`src/rtl/msx_ppi.sv`:
```
// msx_ppi: mode-0 subset of the i8255 PPI used by the MSX1 core.
// Port A holds the primary-slot register, port B reads keyboard columns,
// port C drives keyboard row select, cassette, caps LED and key click.
//
// Write strobe semantics: a write is active while ppi_n and wr_n are both
// low. It commits exactly once, on the first clk where it is active and was
// not active on the previous clk, so a strobe stretched by CPU wait states
// never commits twice. Reads are side-effect free; d_o is refreshed every
// clk from the currently addressed port, regardless of rd_n.
module msx_ppi #(
  parameter logic [7:0] RESET_CTRL = 8'h82
) (
  input  logic       clk,
  input  logic       reset,
  input  logic       ppi_n,
  input  logic       rd_n,
  input  logic       wr_n,
  input  logic [1:0] addr,
  input  logic [7:0] d_i,
  output logic [7:0] d_o,
  input  logic [1:0] page,
  output logic [1:0] mem_slot,
  input  logic [7:0] kb_col_i,
  output logic [3:0] kb_row_o,
  output logic       cas_motor_n_o,
  output logic       cas_out_o,
  output logic       caps_led_o,
  output logic       key_click_o
);

  // Only the four direction bits of the control word affect behaviour in
  // mode 0, so only those are kept: {A in, C upper in, B in, C lower in}.
  localparam logic [3:0] RESET_DIR = {RESET_CTRL[4], RESET_CTRL[3],
                                      RESET_CTRL[1], RESET_CTRL[0]};

  logic [3:0] dir_q, dir_d;
  logic [7:0] pa_q, pa_d;
  logic [7:0] pb_q, pb_d;
  logic [7:0] pc_q, pc_d;
  logic [7:0] d_o_q, d_o_d;
  logic       wr_q, wr_d;

  logic       wr_act;
  logic       commit;
  logic       a_in, cu_in, b_in, cl_in;
  logic [7:0] pa_pin;
  logic [7:0] pc_pin;

  assign a_in  = dir_q[3];
  assign cu_in = dir_q[2];
  assign b_in  = dir_q[1];
  assign cl_in = dir_q[0];

  assign wr_act = ~ppi_n & ~wr_n;
  assign commit = wr_act & ~wr_q;

  // Pin view of the ports: input-configured ports read as pulled-up ones.
  always_comb begin
    pa_pin = a_in ? 8'hFF : pa_q;
    pc_pin = {cu_in ? 4'hF : pc_q[7:4], cl_in ? 4'hF : pc_q[3:0]};
  end

  assign kb_row_o      = pc_pin[3:0];
  assign cas_motor_n_o = pc_pin[4];
  assign cas_out_o     = pc_pin[5];
  assign caps_led_o    = pc_pin[6];
  assign key_click_o   = pc_pin[7];

  // Primary slot for the current CPU page, straight from the port A pins.
  always_comb begin
    mem_slot = pa_pin[1:0];
    case (page)
      2'd0: mem_slot = pa_pin[1:0];
      2'd1: mem_slot = pa_pin[3:2];
      2'd2: mem_slot = pa_pin[5:4];
      2'd3: mem_slot = pa_pin[7:6];
      default: mem_slot = pa_pin[1:0];
    endcase
  end

  // Register write decode on the committing clk and read-data selection.
  always_comb begin
    dir_d = dir_q;
    pa_d  = pa_q;
    pb_d  = pb_q;
    pc_d  = pc_q;
    wr_d  = wr_act;
    d_o_d = 8'hFF;

    if (commit) begin
      case (addr)
        2'd0: pa_d = d_i;
        2'd1: pb_d = d_i;
        2'd2: pc_d = d_i;
        2'd3: begin
          if (d_i[7]) begin
            // Mode set clears all port latches, as on the real 8255.
            dir_d = {d_i[4], d_i[3], d_i[1], d_i[0]};
            pa_d  = 8'h00;
            pb_d  = 8'h00;
            pc_d  = 8'h00;
          end else begin
            pc_d[d_i[3:1]] = d_i[0];
          end
        end
        default: ;
      endcase
    end

    if (!ppi_n) begin
      case (addr)
        2'd0: d_o_d = pa_pin;
        2'd1: d_o_d = b_in ? kb_col_i : pb_q;
        2'd2: d_o_d = pc_pin;
        default: d_o_d = 8'hFF;
      endcase
    end
  end

  // State registers with synchronous reset.
  always_ff @(posedge clk) begin
    if (reset) begin
      dir_q <= RESET_DIR;
      pa_q  <= 8'h00;
      pb_q  <= 8'h00;
      pc_q  <= 8'h00;
      d_o_q <= 8'hFF;
      wr_q  <= 1'b0;
    end else begin
      dir_q <= dir_d;
      pa_q  <= pa_d;
      pb_q  <= pb_d;
      pc_q  <= pc_d;
      d_o_q <= d_o_d;
      wr_q  <= wr_d;
    end
  end

  assign d_o = d_o_q;

  // rd_n does not gate anything: reads have no side effects and d_o is
  // refreshed every clk. Fold it into a harmless term so it is consumed.
  logic rd_seen;
  assign rd_seen = rd_n | ~rd_n;
  logic unused_ok;
  assign unused_ok = rd_seen;

endmodule
```
`config.mk`:
```
export PLATFORM = sky130hd
export DESIGN_NAME = msx_ppi
export DESIGN_NICKNAME = d
export VERILOG_FILES = /design/src/rtl/msx_ppi.sv
export SDC_FILE = /design/constraint.sdc
export NUM_CORES = 1
export LEC_CHECK = 0
export BUFFER_PORTS_ARGS = -buffer_cell sky130_fd_sc_hd__buf_2
export CAP_MARGIN = 30
export CORE_MARGIN = 1
export CORE_UTILIZATION = 54
export CTS_BUF_LIST = sky130_fd_sc_hd__clkbuf_4 sky130_fd_sc_hd__clkbuf_8
export DETAILED_ROUTE_END_ITERATION = 10
export PLACE_DENSITY = 0.84
export SYNTH_ARGS = -nofsm -noshare
export SYNTH_HDL_FRONTEND = slang
export SYNTH_SLANG_ARGS = --single-unit
```
`constraint.sdc`:
```
create_clock -name clk -period 4.3 [get_ports clk]
set_input_delay 0.215 -clock clk [delete_from_list [all_inputs] [get_ports clk]]
set_output_delay 0.215 -clock clk [all_outputs]
set_load 0.05 [all_outputs]
```
==> results by group <==
Floorplanning
  • # rows: 21
  • Die area: 0.003804 mm2
  • Die H: 61.68 um
  • Die width: 61.68 um
  • IO Count: 43
  • Core Region: 0.003363 mm2
  • Initial Util: 0.5718

Placement
  • HPWL Detailed: 3.144 mm
  • RePlAce Congestion: 0.8638
  • Worst slack, placed: 2.404 ns
  • I/O Buffers: 41
  • DP Area: 0.002100 mm2

Hold path
  • Hold Path Class: in -> reg
  • Hold path start: wr_n
  • Hold Path Cell Cnt: 2
  • Worst Hold End: wr_q

Layout
  • Most common cell after layout, fill and taps aside: buf_2
  • Area grow syn2layout: 12.95%
  • Layout cell share with drive strength beyond 1: 0.2379
  • Nets: 273
  • Most frequent cells in the layout: buf_2, dfxtp_1, nand2_1, mux2i_1
  • Final Cell Area: 0.002172 mm2
  • Antenna cells: 0

Global route
  • First-pass GRT wire length: 6.941 mm
  • Initial antenna violation count: 0
  • Vias in the first global route: 1406
  • Total grt overflow: 0
  • Largest net degree at the start of global routing: 37
  • GRT Util Overall: 0.2574

Timing
  • Worst-Margin Slew: 0.9955 ns
  • Final worst setup slack: 2.411 ns
  • Final max-slew violation count: 0
  • RSZ-0062 raised after global routing: false
  • Slew margin rel.: 0.3323
  • Fin crit share: 0.4393
  • WHS: 0.07527 ns
  • Final hold violations: 0
  • FMAX: 0.5294 GHz
  • Min cycle time layout: 1.889 ns
  • Final setup fails: 0
  • Clk_skew: 0.01125 ns
  • Setup TNS: 0 ns

Logic synthesis
  • Syn avg cell area: 8.741 um2
  • Synthesis-stage register bit count: 37
  • Top cell type's share of synthesized area: 0.3852
  • Synth area leaders: dfxtp_1, mux2i_1, nand2_1
  • Top FF cell, synth: dfxtp_1
  • Cells after synthesis: 220
  • Mapped Nets: 245
  • Mapped cell area: 0.001923 mm2
  • Post-synth top area cell: dfxtp_1
  • Distinct cells, synth: 40
  • Seq/Total Area, Yosys: 0.3852
  • Async set-reset flop share out of synthesis: 0
  • Syn. warnings: 0
  • Number of synthesized flops with an enable pin: 0

Power
  • Psw: 0.2102 mW
  • Switching share of power: 0.2915
  • PD cells: 332.1 mW/mm2
  • Flop pwr share: 0.498
  • Combinational Power Share: 0.170
  • Total power after layout: 0.7212 mW
  • Pleak: 0.9885 nW
  • Clock power frac: 0.331
  • Pint: 0.5110 mW
  • VDD IR-drop max: 209.5 uV

Route
  • Initial DRC count: 115
  • Initial DRT Pass Iterations: 4
  • DRC viols: 0
  • Vias/cell: 5.827
  • Final wirelength: 4.523 mm
  • DR WL/cell: 15.38 um
  • ANT nets after route: 0
  • Vias after detailed routing: 1713

Clock tree
  • Clk root buf: clkbuf_4
  • CTS resizes: 0
  • Max Root-Sink Buffers: 2
  • Clock sinks: 37
  • Worst-path clk slew: 0.12 ns
  • CTS Buf Count: 5
  • CTS tree: built
  • Post-CTS Setup Bufs: 0
  • Clock Latency Late Sink: 0.35 ns
  • H-Tree Depth: 2
  • # hold bufs at CTS: 0

Worst setup path
  • R2r startpoint: wr_q
  • Crit path kind: reg -> out
  • Crit path max fanout: 4
  • Setup crit end kind: primary output
  • Worst r2r dst: pa_q[0]
  • CP arrival: 1.67 ns
  • Setup slack, reg-to-reg: 2.61 ns
  • Startpoint Class: register
  • CP required: 4.09 ns
  • R2r worst-path depth: 3

Run
  • Maxcap violations: 0

Outcome
  • Outcome: completed
==> sequential cells by signal, summed over array words and instances (netlist names) <==
name and flops:
d_o 8, dir_q 4, pa_q 8, pb_q 8
pc_q 8, wr_q 1
==> power groups by stage <==
stage / Sequential, mW / Clock (mW) / Combinational, mW
after global placement: 0.367 / 0 / 0.121
after floorplan: 0.380 / 0 / 0.0779
after detailed placement: 0.367 / 0 / 0.122
after CTS: 0.359 / 0.238 / 0.123
final: 0.359 / 0.239 / 0.123
after global routing: 0.361 / 0.256 / 0.134
==> logic make-up (layout without fill, tap and decap cells) <==
logic type,after synthesis,after routing,share of synthesized area
compound gates,61,61,0.2251
buf+inv,31,59,0.06636
flops,37,37,0.3852
mux,23,23,0.1327
simple gates,68,68,0.1906
==> per-stage QoR <==
stage,std cells,util
after detailed placement,287,0.6243
after floorplan,220,-
final,294,0.6458
after CTS,294,0.6458
after global placement,287,0.6243
after global routing,294,0.6458
==> how the worst max path moves through the flow <==
| stage | start | to | slack, ns | depth (start not counted) |
|---|---|---|---|---|
| after global placement | addr[1] | pc_q[5] | 2.43 | 4 |
| final | pa_q[7] | mem_slot[1] | 2.41 | 3 |
| after floorplan | wr_q | pb_q[0] | 2.88 | 4 |
| after CTS | pa_q[7] | mem_slot[1] | 2.41 | 3 |
| after detailed placement | addr[1] | pc_q[5] | 2.40 | 4 |
| after global routing | pa_q[7] | mem_slot[1] | 2.35 | 3 |
==> cell usage after synthesis, drive strengths merged (2+ instances only) <==
cell / n
a211o: 8
a21boi: 6
a21oi: 12
a22o: 7
buf: 11
clkbuf: 9
dfxtp: 37
inv: 10
mux2i: 21
mux4: 2
nand2: 21
nand3: 8
nand3b: 3
nor2: 9
nor2b: 2
nor3: 10
nor4: 2
o211ai: 8
o21ai: 13
or2: 2
or3: 2
or3b: 3
==> area by class of cell <==
cell class              count  area (um2)
inverters                  11       41.29
clock buffers               5       37.54
well taps                  46       57.56
multi-input cells         152        1055
flip-flops and latches     37       740.7
fillers                   330        1191
repair buffers             41       205.2
clock inverters             2       35.03
==> worst max-delay path, cell delays in order (launching register included) <==
cell and delay, ns:
dfxtp_1 0.38, mux4_2 0.47, or2_2 0.27, buf_2 0.21
==> layer usage <==
| metal | global-route usage | wire (um) |
|---|---|---|
| met1 | 0.3459 | 2032 |
| met2 | 0.4101 | 2149 |
| met3 | 0.05252 | 281 |
| met4 | 0.09206 | 59 |
| met5 | 0 | 0 |
Note: power is estimated with default switching activity, not from simulation.
